## src/rtl/adder_pkg.sv

```systemverilog
// Shared sizing constants for the carry-select adder and its segment blocks.
package adder_pkg;
  localparam int ADDER_WIDTH = 32;
  localparam int ADDER_BLOCK = 4;
endpackage

```

## src/rtl/csa_block.sv

```systemverilog
// One carry-select segment: two speculative adds (carry-in 0 and 1), picked by the incoming block carry.
module csa_block
  import adder_pkg::*;
#(
  parameter int BLOCK = ADDER_BLOCK
) (
  input  logic [BLOCK-1:0] a,
  input  logic [BLOCK-1:0] b,
  input  logic             sel_carry,
  output logic [BLOCK-1:0] sum,
  output logic             carry
);

  logic [BLOCK:0] res0;
  logic [BLOCK:0] res1;

  assign res0 = {1'b0, a} + {1'b0, b};
  assign res1 = {1'b0, a} + {1'b0, b} + {{BLOCK{1'b0}}, 1'b1};

  // Only the mux sits on the carry chain; both adds settle in parallel.
  assign sum   = sel_carry ? res1[BLOCK-1:0] : res0[BLOCK-1:0];
  assign carry = sel_carry ? res1[BLOCK]     : res0[BLOCK];

endmodule

```

## src/rtl/carry_select_adder32.sv

```systemverilog
// Registered carry-select adder: s = a + b + cin with the carry-out kept in s[WIDTH] and mirrored on cout.
module carry_select_adder32
  import adder_pkg::*;
#(
  parameter int WIDTH = ADDER_WIDTH,
  parameter int BLOCK = ADDER_BLOCK
) (
  input  logic             clk,
  input  logic             rst_n,
  input  logic [WIDTH-1:0] a,
  input  logic [WIDTH-1:0] b,
  input  logic             cin,
  output logic [WIDTH:0]   s,
  output logic             cout
);

  localparam int NUM_BLOCKS = WIDTH / BLOCK;

  logic [NUM_BLOCKS:0] blk_carry;
  logic [WIDTH-1:0]    sum_w;
  logic [WIDTH:0]      s_d;
  logic [WIDTH:0]      s_q;

  assign blk_carry[0] = cin;

  // Segment 0 uses the same block with cin as its select, which reduces to a plain add.
  for (genvar k = 0; k < NUM_BLOCKS; k++) begin : g_seg
    csa_block #(.BLOCK(BLOCK)) u_blk (
      .a         (a[k*BLOCK +: BLOCK]),
      .b         (b[k*BLOCK +: BLOCK]),
      .sel_carry (blk_carry[k]),
      .sum       (sum_w[k*BLOCK +: BLOCK]),
      .carry     (blk_carry[k+1])
    );
  end

  assign s_d = {blk_carry[NUM_BLOCKS], sum_w};

  always_ff @(posedge clk or negedge rst_n) begin
    if (!rst_n) begin
      s_q <= '0;
    end else begin
      s_q <= s_d;
    end
  end

  assign s    = s_q;
  assign cout = s_q[WIDTH];

endmodule

```

## config.mk

```make
export PLATFORM = sky130hd
export DESIGN_NAME = carry_select_adder32
export DESIGN_NICKNAME = d
export VERILOG_FILES = /design/src/rtl/adder_pkg.sv /design/src/rtl/csa_block.sv /design/src/rtl/carry_select_adder32.sv
export SDC_FILE = /design/constraint.sdc
export NUM_CORES = 1
export LEC_CHECK = 0
export ABC_CLOCK_PERIOD_IN_PS = 800
export CAP_MARGIN = 5
export CORE_MARGIN = 2
export CORE_UTILIZATION = 45
export CTS_BUF_LIST = sky130_fd_sc_hd__clkbuf_2
export CTS_CLUSTER_DIAMETER = 150
export DETAILED_ROUTE_END_ITERATION = 8
export DONT_BUFFER_PORTS = 1
export GPL_TIMING_DRIVEN = 0
export PLACE_DENSITY = 0.63
export SLEW_MARGIN = 20
export SYNTH_ARGS = -nofsm -noshare
export SYNTH_HDL_FRONTEND = slang
export SYNTH_SLANG_ARGS = --single-unit
export TNS_END_PERCENT = 5
```

## constraint.sdc

```tcl
create_clock -name clk -period 0.8 [get_ports clk]
set_input_delay 0.08 -clock clk [delete_from_list [all_inputs] [get_ports clk]]
set_output_delay 0.08 -clock clk [all_outputs]
set_load 0.05 [all_outputs]
```

==> run_summary.xml, run 1 <==
<?xml version="1.0" encoding="UTF-8"?>
<metrics>
  <group name="outcome">
    <metric name="outcome" unit="">complete, but fails checks</metric>
    <metric name="failed_checks" unit="">negative hold slack, negative setup slack</metric>
  </group>
  <group name="detailed_routing">
    <metric name="route.detailed.drc" unit="">0</metric>
    <metric name="1st_iter_drt_viols" unit="">57</metric>
    <metric name="detail_route.wl_per_cell" unit="um">15.3</metric>
    <metric name="drt-total-wl" unit="um">5130</metric>
    <metric name="drt-vias-per-instance" unit="">5.50</metric>
    <metric name="dr.pass1.iters" unit="">4</metric>
    <metric name="dr_total_vias" unit="">1848</metric>
    <metric name="route.antenna.remaining_nets" unit="">0</metric>
  </group>
  <group name="cells_and_area">
    <metric name="post_route_cells_drive_above_1_share" unit="%">29.2</metric>
    <metric name="final_core_util" unit="%">57.1</metric>
    <metric name="final_cell_count_no_fill" unit="">336</metric>
    <metric name="diodes" unit="">0</metric>
    <metric name="finish.net_count" unit="">378</metric>
    <metric name="largest_register_ffs" unit="">33</metric>
    <metric name="syn2layout_area_growth" unit="%">20.7</metric>
  </group>
  <group name="critical_path">
    <metric name="worstSetupEndpointType" unit="">register</metric>
    <metric name="cp-start-kind" unit="">input port</metric>
    <metric name="worst-setup-path-type" unit="">in2reg</metric>
    <metric name="crit_required" unit="ns">1.11</metric>
    <metric name="cp_data_arrival_time" unit="ns">3.93</metric>
    <metric name="worstPathMaxFanout" unit="">4</metric>
  </group>
  <group name="clock_network">
    <metric name="max-clock-path-buffers" unit="">2</metric>
    <metric name="cts_tree" unit="">built</metric>
    <metric name="cts.reportedPaths.clkPinSlew" unit="ns">0.18</metric>
    <metric name="cts-htree-levels" unit="">2</metric>
    <metric name="cts_sinks" unit="">33</metric>
    <metric name="clock-root-buffer" unit="">clkbuf_2</metric>
    <metric name="tritoncts.num_buffers" unit="">5</metric>
  </group>
  <group name="placement">
    <metric name="place_congestion" unit="">0.754</metric>
    <metric name="numPortBuffers" unit="">0</metric>
    <metric name="placed_cells" unit="">309</metric>
    <metric name="post-dp-hpwl" unit="um">3950</metric>
  </group>
  <group name="synthesis">
    <metric name="synth-seq-cells" unit="">33</metric>
    <metric name="netlist.area_leader.share" unit="%">31.3</metric>
    <metric name="netlist_instances" unit="">237</metric>
    <metric name="netlist_top_cells_area" unit="">dfrtp_1, ha_1, xnor2_1, fa_1, xor2_1</metric>
    <metric name="synthDominantAreaCellType" unit="">dfrtp_1</metric>
    <metric name="yosysWarningCount" unit="">0</metric>
    <metric name="synth-seq-area-share" unit="%">31.3</metric>
    <metric name="synth.net_count" unit="">352</metric>
    <metric name="synth_area" unit="um^2">2640</metric>
    <metric name="synth.lib_cells_used.distinct" unit="">32</metric>
    <metric name="syn_area_per_cell" unit="um^2">11.1</metric>
  </group>
  <group name="timing">
    <metric name="finalCriticalPeriod" unit="ns">3.62</metric>
    <metric name="grt_setup_unrepaired" unit="">true</metric>
    <metric name="layout_worst_path_cycle_share" unit="%">452</metric>
    <metric name="tightestPinTransition" unit="ns">0.552</metric>
    <metric name="report.final.hold_viol_count" unit="">7</metric>
    <metric name="slew_viol_final" unit="">0</metric>
    <metric name="fin_ws" unit="ns">-2.82</metric>
    <metric name="worst_slew_margin_relative_to_its_limit" unit="%">63.2</metric>
    <metric name="worst_hold_slack" unit="ns">-0.152</metric>
    <metric name="fmax" unit="GHz">0.276</metric>
    <metric name="finalSetupViolCount" unit="">66</metric>
  </group>
  <group name="pwr">
    <metric name="p_per_area" unit="nW/um^2">2090</metric>
    <metric name="post_layout_total_power" unit="mW">6.65</metric>
    <metric name="max-vdd-ir-drop" unit="mV">0.777</metric>
    <metric name="power.static_leakage" unit="nW">1.39</metric>
  </group>
  <group name="min_path">
    <metric name="hold-path-endpoint" unit="">s[1]</metric>
    <metric name="hold_path_startpoint" unit="">cin</metric>
    <metric name="worst_hold_path_type" unit="">in2reg</metric>
    <metric name="timing.hold.worst_path_depth" unit="">1</metric>
  </group>
  <group name="floorplanning">
    <metric name="die_h" unit="um">80.6</metric>
    <metric name="core_region_area" unit="um^2">5570</metric>
    <metric name="initial_utilization" unit="%">47.4</metric>
    <metric name="top_level_ports" unit="">101</metric>
    <metric name="die_w" unit="um">80.6</metric>
    <metric name="floorplan.rows" unit="">27</metric>
    <metric name="die_area" unit="um^2">6500</metric>
  </group>
  <group name="global_route">
    <metric name="global_routing_met3_resource_utilization" unit="%">6.52</metric>
    <metric name="grt_first_pass_wirelength" unit="um">8140</metric>
    <metric name="grt_pass1_vias" unit="">1837</metric>
    <metric name="grt.overflow.total" unit="">0</metric>
    <metric name="initial_antenna_violation_count" unit="">0</metric>
    <metric name="groute.layer.met1.usage" unit="%">19.1</metric>
    <metric name="gr-max-usage-layer" unit="">met2</metric>
    <metric name="gr-usage-met2" unit="%">27.7</metric>
    <metric name="grt_start_max_net_pins" unit="">34</metric>
    <metric name="track_usage" unit="%">16.4</metric>
  </group>
  <group name="flow_run">
    <metric name="max-cap-violations" unit="">0</metric>
  </group>
</metrics>
## synth_stat cells, drive strengths merged
cell type  instances
a21oi             16
nor3               2
nor2b              1
a22o               1
xnor2             30
nand4b             3
ha                40
mux2i              8
a211o              1
o21ai              2
dfrtp             33
o21bai             1
o31ai              2
a21o              16
or4bb              2
nand3b             5
nand2             14
a221oi             1
inv                3
a2111o             1
mux2               7
xor2              17
nand3              6
nor4bb             1
nand4              7
and2               3
nor2               4
fa                 8
buf                1
and3b              1
## placed cells by master (no fill, tap or decap), types with 4 or more instances in the layout
cell,instances
xnor2_1,23
a21o_1,16
nand2_1,12
dfrtp_2,23
dlygate4sd3_1,4
nand3b_1,5
nand3_1,6
dfrtp_1,10
mux2_4,5
mux2i_2,5
nor2_1,4
buf_4,13
xor2_1,17
a21oi_1,16
xnor2_4,6
fa_1,6
nand4_1,7
clkbuf_2,5
ha_1,37
## per-layer routing
| layer | wire length [um] | up-vias |
|---|---|---|
| met5 | 0 | - |
| met4 | 66 | 0 |
| met3 | 562 | 6 |
| met2 | 2610 | 69 |
| met1 | 1890 | 862 |
| li1 | - | 911 |
## power breakdown
group	total [mW]	leakage (nW)	internal (mW)	switching, mW
Clock	0.760	0.0278	0.191	0.569
Sequential	3.87	0.362	2.13	1.74
Combinational	2.02	1.00	1.04	0.976
Total	6.65	1.39	3.36	3.28
## what timing repair did
action | CTS | global route
setup endpoints to repair | 66 | 66
pin swaps | 28 | 15
setup buffers | 9 | 5
endpoints found under the hold margin | 44 | 9
hold buffers | 4 | 1
gates resized for setup | 43 | 11
## worst max path at each step
stage          start    end  cells past startpoint
6_report        a[0]  s[32]                     15
5_1_grt         a[0]  s[32]                     15
4_1_cts         a[0]  s[32]                     15
3_5_place_dp    a[0]  s[29]                     14
3_3_place_gp    a[0]  s[29]                     14
2_1_floorplan   a[0]  s[29]                     14
## logic make-up (layout without fill, tap and decap cells)
group	after synthesis	after routing	share of synthesized area, %
xor+xnor	47	47	15.6
buf+inv	4	31	0.711
fa+ha+maj	48	48	25.0
flops	33	33	31.3
simple gates	49	49	10.7
compound gates	41	41	10.6
mux	15	15	6.16
## final cells by class
cell class                      count  area, um^2
Buffer                              1        7.51
Clock buffer                        5        25.0
Tap cell                           72        90.1
Multi-Input combinational cell    200        2010
Inverter                            3        11.3
Clock inverter                      3        12.5
Sequential cell                    33         855
Fill cell                         466        2390
Timing Repair Buffer               19         173
## metrics by stage
step	worst slack, ns	setup TNS (ns)	instance area, um^2
final	-2.82	-65.09	3190
after global routing	-2.90	-68.55	3190
after CTS	-2.76	-62.43	3080
after detailed placement	-3.57	-70.58	2760
after global placement	-3.54	-69.88	2760
after floorplan	-3.11	-61.61	2670
## critical path, stage by stage
cell and delay [ns]:
ha_4 0.14, fa_2 0.57, ha_4 0.17, nand2_4 0.06
o21ai_1 0.11, nand4_1 0.20, a221oi_4 0.39, mux2i_2 0.33
mux2i_2 0.32, mux2i_2 0.33, mux2i_2 0.30, mux2i_2 0.36
buf_4 0.20, mux2i_1 0.20, xor2_1 0.17
No activity file was read; power rests on OpenSTA's default activity.
==> run 2: changes to the inputs <==
Settings changed: CORE_MARGIN 2 to default.
==> run 2 against run 1 <==
Effect of this change:
- the flow still finishes with violations (negative hold slack, negative setup slack)
- total power grew 7.2%
- sequential share of layout area shrank 0.37 points
- critical path depth is the same
- final area grew 2.0%
- sequential power is essentially flat
- critical path type unchanged
- highest routed layer unchanged
- critical endpoint is now s[29]
==> run_summary.xml, run 2 (same netlist as run 1, synthesis figures left out) <==
<?xml version="1.0" encoding="UTF-8"?>
<metrics>
  <group name="outcome">
    <metric name="outcome" unit="">complete, but fails checks</metric>
    <metric name="failed_checks" unit="">negative hold slack, negative setup slack</metric>
  </group>
  <group name="critical_path">
    <metric name="cp-start-kind" unit="">input port</metric>
    <metric name="critical-path-slowest-cell" unit="">fa_1</metric>
    <metric name="worst-setup-path-type" unit="">in2reg</metric>
    <metric name="path_common_cell" unit="">mux2i_2</metric>
    <metric name="cp_data_arrival_time" unit="ns">3.88</metric>
    <metric name="worstPathMaxFanout" unit="">4</metric>
    <metric name="crit_required" unit="ns">1.05</metric>
    <metric name="cp_cell_instances" unit="">ha_4, fa_1, ha_4, nand2_4, o21ai_2, nand4_1, a221oi_4, mux2i_2, mux2i_2, mux2i_2, mux2i_2, mux2i_2, buf_4, xnor2_4, mux2_4</metric>
    <metric name="critical_path.max_stage_delay" unit="ns">0.58</metric>
    <metric name="worstSetupEndpointType" unit="">register</metric>
  </group>
  <group name="min_path">
    <metric name="hold-path-endpoint" unit="">s[1]</metric>
    <metric name="worst_hold_path_type" unit="">in2reg</metric>
    <metric name="timing.hold.worst_path_depth" unit="">1</metric>
    <metric name="hold_path_startpoint" unit="">cin</metric>
  </group>
  <group name="detailed_routing">
    <metric name="route.antenna.remaining_nets" unit="">0</metric>
    <metric name="route.detailed.drc" unit="">0</metric>
    <metric name="drt-vias-per-instance" unit="">5.50</metric>
    <metric name="dr.pass1.iters" unit="">4</metric>
    <metric name="dr_total_vias" unit="">1871</metric>
    <metric name="detail_route.wl_per_cell" unit="um">15.2</metric>
    <metric name="drt-total-wl" unit="um">5170</metric>
    <metric name="1st_iter_drt_viols" unit="">34</metric>
  </group>
  <group name="floorplanning">
    <metric name="die_h" unit="um">78.6</metric>
    <metric name="floorplan.rows" unit="">27</metric>
    <metric name="initial_utilization" unit="%">47.4</metric>
    <metric name="die_area" unit="um^2">6180</metric>
    <metric name="core_region_area" unit="um^2">5570</metric>
    <metric name="die_w" unit="um">78.6</metric>
    <metric name="top_level_ports" unit="">101</metric>
  </group>
  <group name="clock_network">
    <metric name="cts.reportedPaths.clkPinSlew" unit="ns">0.19</metric>
    <metric name="cts_sinks" unit="">33</metric>
    <metric name="clock-root-buffer" unit="">clkbuf_2</metric>
    <metric name="tritoncts.num_buffers" unit="">5</metric>
    <metric name="max-clock-path-buffers" unit="">2</metric>
    <metric name="cts-htree-levels" unit="">2</metric>
    <metric name="cts_tree" unit="">built</metric>
  </group>
  <group name="placement">
    <metric name="numPortBuffers" unit="">0</metric>
    <metric name="post-dp-hpwl" unit="um">3920</metric>
    <metric name="placedInstanceArea" unit="um^2">2760</metric>
    <metric name="place_congestion" unit="">0.742</metric>
  </group>
  <group name="global_route">
    <metric name="grt_pass1_vias" unit="">1820</metric>
    <metric name="initial_antenna_violation_count" unit="">0</metric>
    <metric name="grt_start_max_net_pins" unit="">34</metric>
    <metric name="grt_first_pass_wirelength" unit="um">8540</metric>
    <metric name="grt.overflow.total" unit="">0</metric>
    <metric name="track_usage" unit="%">17.8</metric>
  </group>
  <group name="timing">
    <metric name="finalCriticalPeriod" unit="ns">3.63</metric>
    <metric name="layout_worst_path_cycle_share" unit="%">454</metric>
    <metric name="tightestPinTransition" unit="ns">0.593</metric>
    <metric name="worst_hold_slack" unit="ns">-0.150</metric>
    <metric name="worst_slew_margin_relative_to_its_limit" unit="%">60.5</metric>
    <metric name="slew_viol_final" unit="">0</metric>
    <metric name="fmax" unit="GHz">0.276</metric>
    <metric name="finalSetupViolCount" unit="">66</metric>
    <metric name="grt_setup_unrepaired" unit="">true</metric>
    <metric name="report.final.hold_viol_count" unit="">6</metric>
    <metric name="fin_ws" unit="ns">-2.83</metric>
  </group>
  <group name="pwr">
    <metric name="p_per_area" unit="nW/um^2">2190</metric>
    <metric name="post_layout_total_power" unit="mW">7.12</metric>
    <metric name="max-vdd-ir-drop" unit="mV">0.984</metric>
    <metric name="power.static_leakage" unit="nW">1.42</metric>
  </group>
  <group name="cells_and_area">
    <metric name="post_route_cells_drive_above_1_share" unit="%">31.3</metric>
    <metric name="nFillCells" unit="">470</metric>
    <metric name="largest_register_ffs" unit="">33</metric>
    <metric name="finalInstanceArea" unit="um^2">3250</metric>
    <metric name="diodes" unit="">0</metric>
    <metric name="commonest_non_fill_non_tap_cell_in_the_layout" unit="">ha_1</metric>
    <metric name="finish.net_count" unit="">382</metric>
    <metric name="layout_common_cells" unit="">ha_1, dfrtp_2, xnor2_1, xor2_1, buf_4</metric>
    <metric name="syn2layout_area_growth" unit="%">23.1</metric>
    <metric name="seqCellArea" unit="um^2">860</metric>
    <metric name="multi_input_comb_area" unit="um^2">2010</metric>
  </group>
  <group name="flow_run">
    <metric name="max-cap-violations" unit="">0</metric>
  </group>
</metrics>
==> run 2: worst max-delay path by stage <==
stage          from     to  slack (ns)  cells past startpoint
3_3_place_gp   a[0]  s[29]       -3.55                     14
2_1_floorplan  a[0]  s[29]       -3.11                     14
4_1_cts        a[0]  s[32]       -2.78                     15
5_1_grt        a[0]  s[29]       -2.95                     15
3_5_place_dp   a[0]  s[29]       -3.56                     14
6_report       a[0]  s[29]       -2.83                     15
==> run 2: layout make-up <==
cell class                      count  share of cell area [%]
Buffer                              1                   0.231
Inverter                            3                   0.347
Tap cell                           72                    2.77
Sequential cell                    33                    26.5
Multi-Input combinational cell    200                    62.0
Clock buffer                        5                   0.770
Clock inverter                      3                    1.27
Timing Repair Buffer               23                    6.20
==> run 2: what timing repair did <==
item                                   CTS  global route
hold buffers                             4             2
resized for setup                       44            13
endpoints found under the hold margin   43             9
pin swaps                               22            17
setup endpoints to repair               66            66
buffers inserted                        11             6
==> run 2: through the flow <==
| step | utilization (%) | setup TNS (ns) | setup WS (ns) | hold WS [ns] | cells |
|---|---|---|---|---|---|
| 2_1_floorplan | - | -61.61 | -3.11 | -0.216 | 237 |
| 3_3_place_gp | 49.5 | -70.28 | -3.55 | -0.215 | 309 |
| 3_5_place_dp | 49.5 | -70.54 | -3.56 | -0.215 | 309 |
| 4_1_cts | 55.6 | -61.57 | -2.78 | -0.178 | 332 |
| 5_1_grt | 58.3 | -68.36 | -2.95 | -0.204 | 340 |
| 6_report | 58.3 | -63.26 | -2.83 | -0.150 | 340 |
==> run 2: where the power goes <==
part	internal [mW]	leakage, nW	switching (mW)
clock network	0.518	0.0366	0.635
logic	1.10	1.03	0.999
registers	2.14	0.358	1.73
==> run 2: worst max-delay path: cells and delay by family <==
kind / cells / cell delay, ns
adder cells (fa/ha/maj): 3 / 0.89
AO/OA/AOI/OAI: 2 / 0.45
multiplexers: 6 / 1.93
XOR/XNOR: 1 / 0.12
AND/OR/NAND/NOR: 2 / 0.23
buffers and inverters: 1 / 0.18
==> run 2: metal layers <==
layer / GRT usage, % / wire length [um]
met5: 0 / 0
met1: 21.7 / 2040
met2: 29.0 / 2550
met3: 6.40 / 512
met4: 6.11 / 71
==> run 3: changes to the inputs <==
Settings changed: GPL_TIMING_DRIVEN 0 to default, RECOVER_POWER from default to 100.
==> run 3 against run 2 <==
Effect of this change:
- highest routed layer unchanged
- clock power decreased by 4%
- total power increased by 31%
- die area stayed put
- first-iteration DRC count is 50% higher
- utilization up 16 points
- the run ends with negative setup slack left
- via count is 17% higher
- non-clock buffer count up 80
- wire length up 15%
- sequential cell count is the same
- sequential power shrank 37%
- setup slack better by 0.22 ns
- clock-buffer cell count increased by 1
==> run_summary.xml, run 3 (same netlist as run 1, synthesis figures left out) <==
<?xml version="1.0" encoding="UTF-8"?>
<metrics>
  <group name="detailed_routing">
    <metric name="dr_total_vias" unit="">2192</metric>
    <metric name="detail_route.wl_per_cell" unit="um">14.2</metric>
    <metric name="1st_iter_drt_viols" unit="">51</metric>
    <metric name="dr.pass1.iters" unit="">4</metric>
    <metric name="drt-vias-per-instance" unit="">5.22</metric>
    <metric name="route.detailed.drc" unit="">0</metric>
    <metric name="drt-total-wl" unit="um">5960</metric>
    <metric name="route.antenna.remaining_nets" unit="">0</metric>
  </group>
  <group name="timing">
    <metric name="grt_setup_unrepaired" unit="">true</metric>
    <metric name="finalSetupTns" unit="ns">-61.82</metric>
    <metric name="slew_viol_final" unit="">0</metric>
    <metric name="fmax" unit="GHz">0.294</metric>
    <metric name="finalSetupViolCount" unit="">66</metric>
    <metric name="tightestPinTransition" unit="ns">0.498</metric>
    <metric name="fin_ws" unit="ns">-2.60</metric>
    <metric name="report.final.hold_viol_count" unit="">0</metric>
    <metric name="worst_hold_slack" unit="ns">0.00980</metric>
    <metric name="layout_worst_path_cycle_share" unit="%">426</metric>
    <metric name="worst_slew_margin_relative_to_its_limit" unit="%">66.8</metric>
    <metric name="finalCriticalPeriod" unit="ns">3.40</metric>
  </group>
  <group name="cells_and_area">
    <metric name="nFillCells" unit="">370</metric>
    <metric name="layout_common_cells" unit="">buf_4, ha_1, buf_12, dfrtp_1, xnor2_1</metric>
    <metric name="seqCellArea" unit="um^2">826</metric>
    <metric name="diodes" unit="">0</metric>
    <metric name="syn2layout_area_growth" unit="%">57.7</metric>
    <metric name="multi_input_comb_area" unit="um^2">1960</metric>
    <metric name="largest_register_ffs" unit="">33</metric>
    <metric name="final_cell_count_no_fill" unit="">420</metric>
    <metric name="finish.net_count" unit="">462</metric>
    <metric name="final_core_util" unit="%">74.7</metric>
    <metric name="finalInstanceArea" unit="um^2">4160</metric>
    <metric name="post_route_cells_drive_above_1_share" unit="%">39.1</metric>
    <metric name="commonest_non_fill_non_tap_cell_in_the_layout" unit="">buf_4</metric>
  </group>
  <group name="min_path">
    <metric name="worst_hold_path_type" unit="">in2reg</metric>
    <metric name="hold_path_startpoint" unit="">b[24]</metric>
  </group>
  <group name="clock_network">
    <metric name="cts.reportedPaths.clkPinSlew" unit="ns">0.19</metric>
    <metric name="clock-root-buffer" unit="">clkbuf_2</metric>
    <metric name="tritoncts.num_buffers" unit="">5</metric>
    <metric name="cts-htree-levels" unit="">2</metric>
    <metric name="cts_tree" unit="">built</metric>
    <metric name="cts_sinks" unit="">33</metric>
    <metric name="max-clock-path-buffers" unit="">2</metric>
  </group>
  <group name="pwr">
    <metric name="max-vdd-ir-drop" unit="mV">1.36</metric>
    <metric name="p_per_area" unit="nW/um^2">2240</metric>
    <metric name="post_layout_total_power" unit="mW">9.32</metric>
    <metric name="power.static_leakage" unit="nW">1.97</metric>
  </group>
  <group name="floorplanning">
    <metric name="floorplan.rows" unit="">27</metric>
    <metric name="core_region_area" unit="um^2">5570</metric>
    <metric name="top_level_ports" unit="">101</metric>
    <metric name="initial_utilization" unit="%">47.4</metric>
    <metric name="die_area" unit="um^2">6180</metric>
    <metric name="die_h" unit="um">78.6</metric>
    <metric name="die_w" unit="um">78.6</metric>
  </group>
  <group name="outcome">
    <metric name="outcome" unit="">complete, but fails checks</metric>
    <metric name="failed_checks" unit="">negative setup slack</metric>
  </group>
  <group name="placement">
    <metric name="post-dp-hpwl" unit="um">4760</metric>
    <metric name="placedInstanceArea" unit="um^2">3860</metric>
    <metric name="placed_cells" unit="">401</metric>
    <metric name="place_congestion" unit="">0.778</metric>
    <metric name="placement.setup.worst_slack" unit="ns">-3.10</metric>
    <metric name="numPortBuffers" unit="">0</metric>
  </group>
  <group name="critical_path">
    <metric name="worst-setup-path-type" unit="">in2reg</metric>
    <metric name="worstPathMaxFanout" unit="">3</metric>
    <metric name="worstSetupEndpointType" unit="">register</metric>
    <metric name="cp-start-kind" unit="">input port</metric>
    <metric name="cp-startpoint" unit="">a[0]</metric>
    <metric name="crit_required" unit="ns">1.10</metric>
    <metric name="cp_data_arrival_time" unit="ns">3.70</metric>
  </group>
  <group name="global_route">
    <metric name="initial_antenna_violation_count" unit="">0</metric>
    <metric name="track_usage" unit="%">19.9</metric>
    <metric name="grt_pass1_vias" unit="">2270</metric>
    <metric name="grt_first_pass_wirelength" unit="um">9600</metric>
    <metric name="grt_start_max_net_pins" unit="">34</metric>
    <metric name="grt.overflow.total" unit="">0</metric>
  </group>
  <group name="flow_run">
    <metric name="max-cap-violations" unit="">0</metric>
  </group>
</metrics>
==> run 3: path summary, 6_finish.rpt <==
kind | to | slack, ns | depth (start not counted)
max | s[32] | -2.60 | 17
min | s[24] | 0.01 | 3
max in group asynchronous | s[6] | 0.24 | 2
min in group asynchronous | s[20] | 0.21 | 2
==> run 3: cell type report <==
type	instances	area share [%]
Clock inverter	2	0.812
Sequential cell	33	19.8
Tap cell	72	2.16
Multi-Input combinational cell	200	47.0
Inverter	3	0.271
Clock buffer	6	0.721
Timing Repair Buffer	104	29.2
==> run 3: power breakdown <==
part	internal, mW	switching [mW]
Combinational	2.96	2.81
Clock	0.534	0.566
Sequential	2.09	0.356
==> run 3: metal layers <==
metal,GRT usage (%),part of all wire (%),wire (um)
met3,6.98,8.1,480
met1,20.0,36,2140
met2,37.7,54,3250
met4,6.30,1.6,95
met5,0,0,0
==> run 3: critical path, cell delays in order <==
cell and delay (ns):
ha_4 0.14, fa_1 0.52, ha_4 0.20, buf_4 0.12, buf_4 0.12, nand3_1 0.06, o31ai_1 0.09, a221oi_2 0.31
mux2i_1 0.30, mux2i_1 0.29, mux2i_1 0.31, mux2i_1 0.23, buf_4 0.16, mux2i_4 0.27, buf_6 0.15, mux2i_2 0.21
xor2_1 0.15
==> run 3: what timing repair did <==
action,CTS,global route
hold buffers,2,2
pin swaps,16,8
gates cloned,0,0
setup buffers,4,3
endpoints found under the hold margin,36,8
gates resized for setup,16,10
endpoints found under the setup margin,66,66
==> edit (flow settings as in run 1) <==
Change the package constant `ADDER_BLOCK` from 4 to 8.
--- a/src/rtl/adder_pkg.sv
+++ b/src/rtl/adder_pkg.sv
@@ -1,6 +1,6 @@
 // Shared sizing constants for the carry-select adder and its segment blocks.
 package adder_pkg;
   localparam int ADDER_WIDTH = 32;
-  localparam int ADDER_BLOCK = 4;
+  localparam int ADDER_BLOCK = 8;
 endpackage
 
Function: kept (Yosys induction, for registers that start in step).
==> edit against run 1 <==
The flow still finishes with violations (negative hold slack, negative setup slack); routed wire length grew 15%; worst setup slack gained 0.86 ns; global-route usage fell by 0.48 points; power hardly changed; sequential share of layout area shrank 2.3 points; cell area rose by 9.3%; first-iteration DRC count decreased by 30%; synthesized area grew 12%; sequential cell count is the same; maximum frequency grew 31%.
==> edit: results (changes against run 1) <==
Status
  – Status: finished with violations
  – Failing checks: negative hold slack, negative setup slack

Critical path
  – Crit-path slowest cell: or4b_4
  – Crit-path leading delay family: simple AND/OR/NAND/NOR gates
  – CP max stage delay: 0.51 ns (-0.06 ns)

Placement
  – Post-DP HPWL: 4.696 mm (+19%)
  – Placer Congestion: 0.8197 (+8.7%)

Route
  – DR vias: 2287 (+24%)
  – Drt initial violations: 40 (-30%)

Synth
  – Top cells by area, synth: dfrtp_1, ha_1, xnor2_1
  – Mapped Nets: 408 (+16%)
  – Xor/xnor share of the synthesized area: 13.56% (-2.0 points)

Timing
  – Post-route setup slack: -1.956 ns (+0.8633 ns)
  – Slew HR: 67.31% (+4.1 points)
  – Final hold violations: 2 (-5)
  – Fin Setup TNS: -49.05 ns (+16.03 ns)
  – Final hold slack: -0.03503 ns (+0.1167 ns)
  – # setup viols final: 67 (+1.5%)

Power and ir drop
  – Peak VDD IR: 1243 µV (+60%)
  – Switching Share: 48.26% (-1.1 points)

Hold path
  – Hold path endpoint: s[16]
  – HP Start: b[16]

Cells and area
  – Layout cells sized above 1: 27.47% (-1.7 points)

Global route
  – Vias in the first global route: 2118 (+15%)
  – Global-route wire length before repair: 9.439 mm (+16%)

CTS
  – Reg clk slew, reported paths: 0.15 ns (-0.03 ns)
==> edit: logic make-up after synthesis <==
family                     Yosys count
AOI/OAI and AO/OA                   69
buffers and inverters               11
muxes                                6
adders and majority gates           40
xor gates and xnor gates            45
and+or+nand+nor                     97
DFF                                 33
==> edit: area by class of cell <==
cell class	instances	area (µm²)	area share, %
buffer	2	11.26	0.3233
clock buffer	8	40.04	1.149
inverter	8	30.03	0.8621
multi-input combinational	257	2303	66.13
sequential	33	855.8	24.57
tap	77	96.34	2.766
timing repair buffer	16	146.4	4.203
==> edit: per-stage QoR <==
step	hold WS [ns]	worst slack (ns)	instance area, µm²	cells	utilization (%)
5_1_grt	-0.09529	-2.020	3483	401	54.86
2_1_floorplan	-0.2156	-2.159	3010	301	-
4_1_cts	-0.07178	-1.913	3447	399	54.29
3_3_place_gp	-0.2150	-2.409	3107	378	48.93
3_5_place_dp	-0.2150	-2.439	3107	378	48.93
6_report	-0.03503	-1.956	3483	401	54.86
==> edit: power by group through the flow <==
stage          Combinational, µW  Clock (µW)  Sequential [µW]
6_report                    2280         767             3600
5_1_grt                     2530         870             3640
4_1_cts                     2250         815             3610
3_5_place_dp                1960           0             3590
3_3_place_gp                1920           0             3590
2_1_floorplan               1670           0             3530
==> edit: how the worst max path moves through the flow <==
stage / from / to / slack [ns]
floorplan: a[0] / s[25] / -2.16
global placement: a[0] / s[29] / -2.41
detailed placement: a[0] / s[29] / -2.44
CTS: a[8] / s[25] / -1.91
global route: a[8] / s[25] / -2.02
finish: a[8] / s[25] / -1.96
==> edit: repair_timing <==
| item | CTS | global route |
|---|---|---|
| resized for setup | 51 | 4 |
| endpoints found under the hold margin | 40 | 2 |
| pin swaps | 21 | 11 |
| endpoints found under the setup margin | 66 | 66 |
| buffers inserted | 9 | 2 |
==> edit: routing by layer <==
metal  routed length [µm]  GRT usage (%)
met1                 2522          18.74
met2                 3008          28.76
met3                  303          3.405
met4                   68          5.051
met5                    0              0
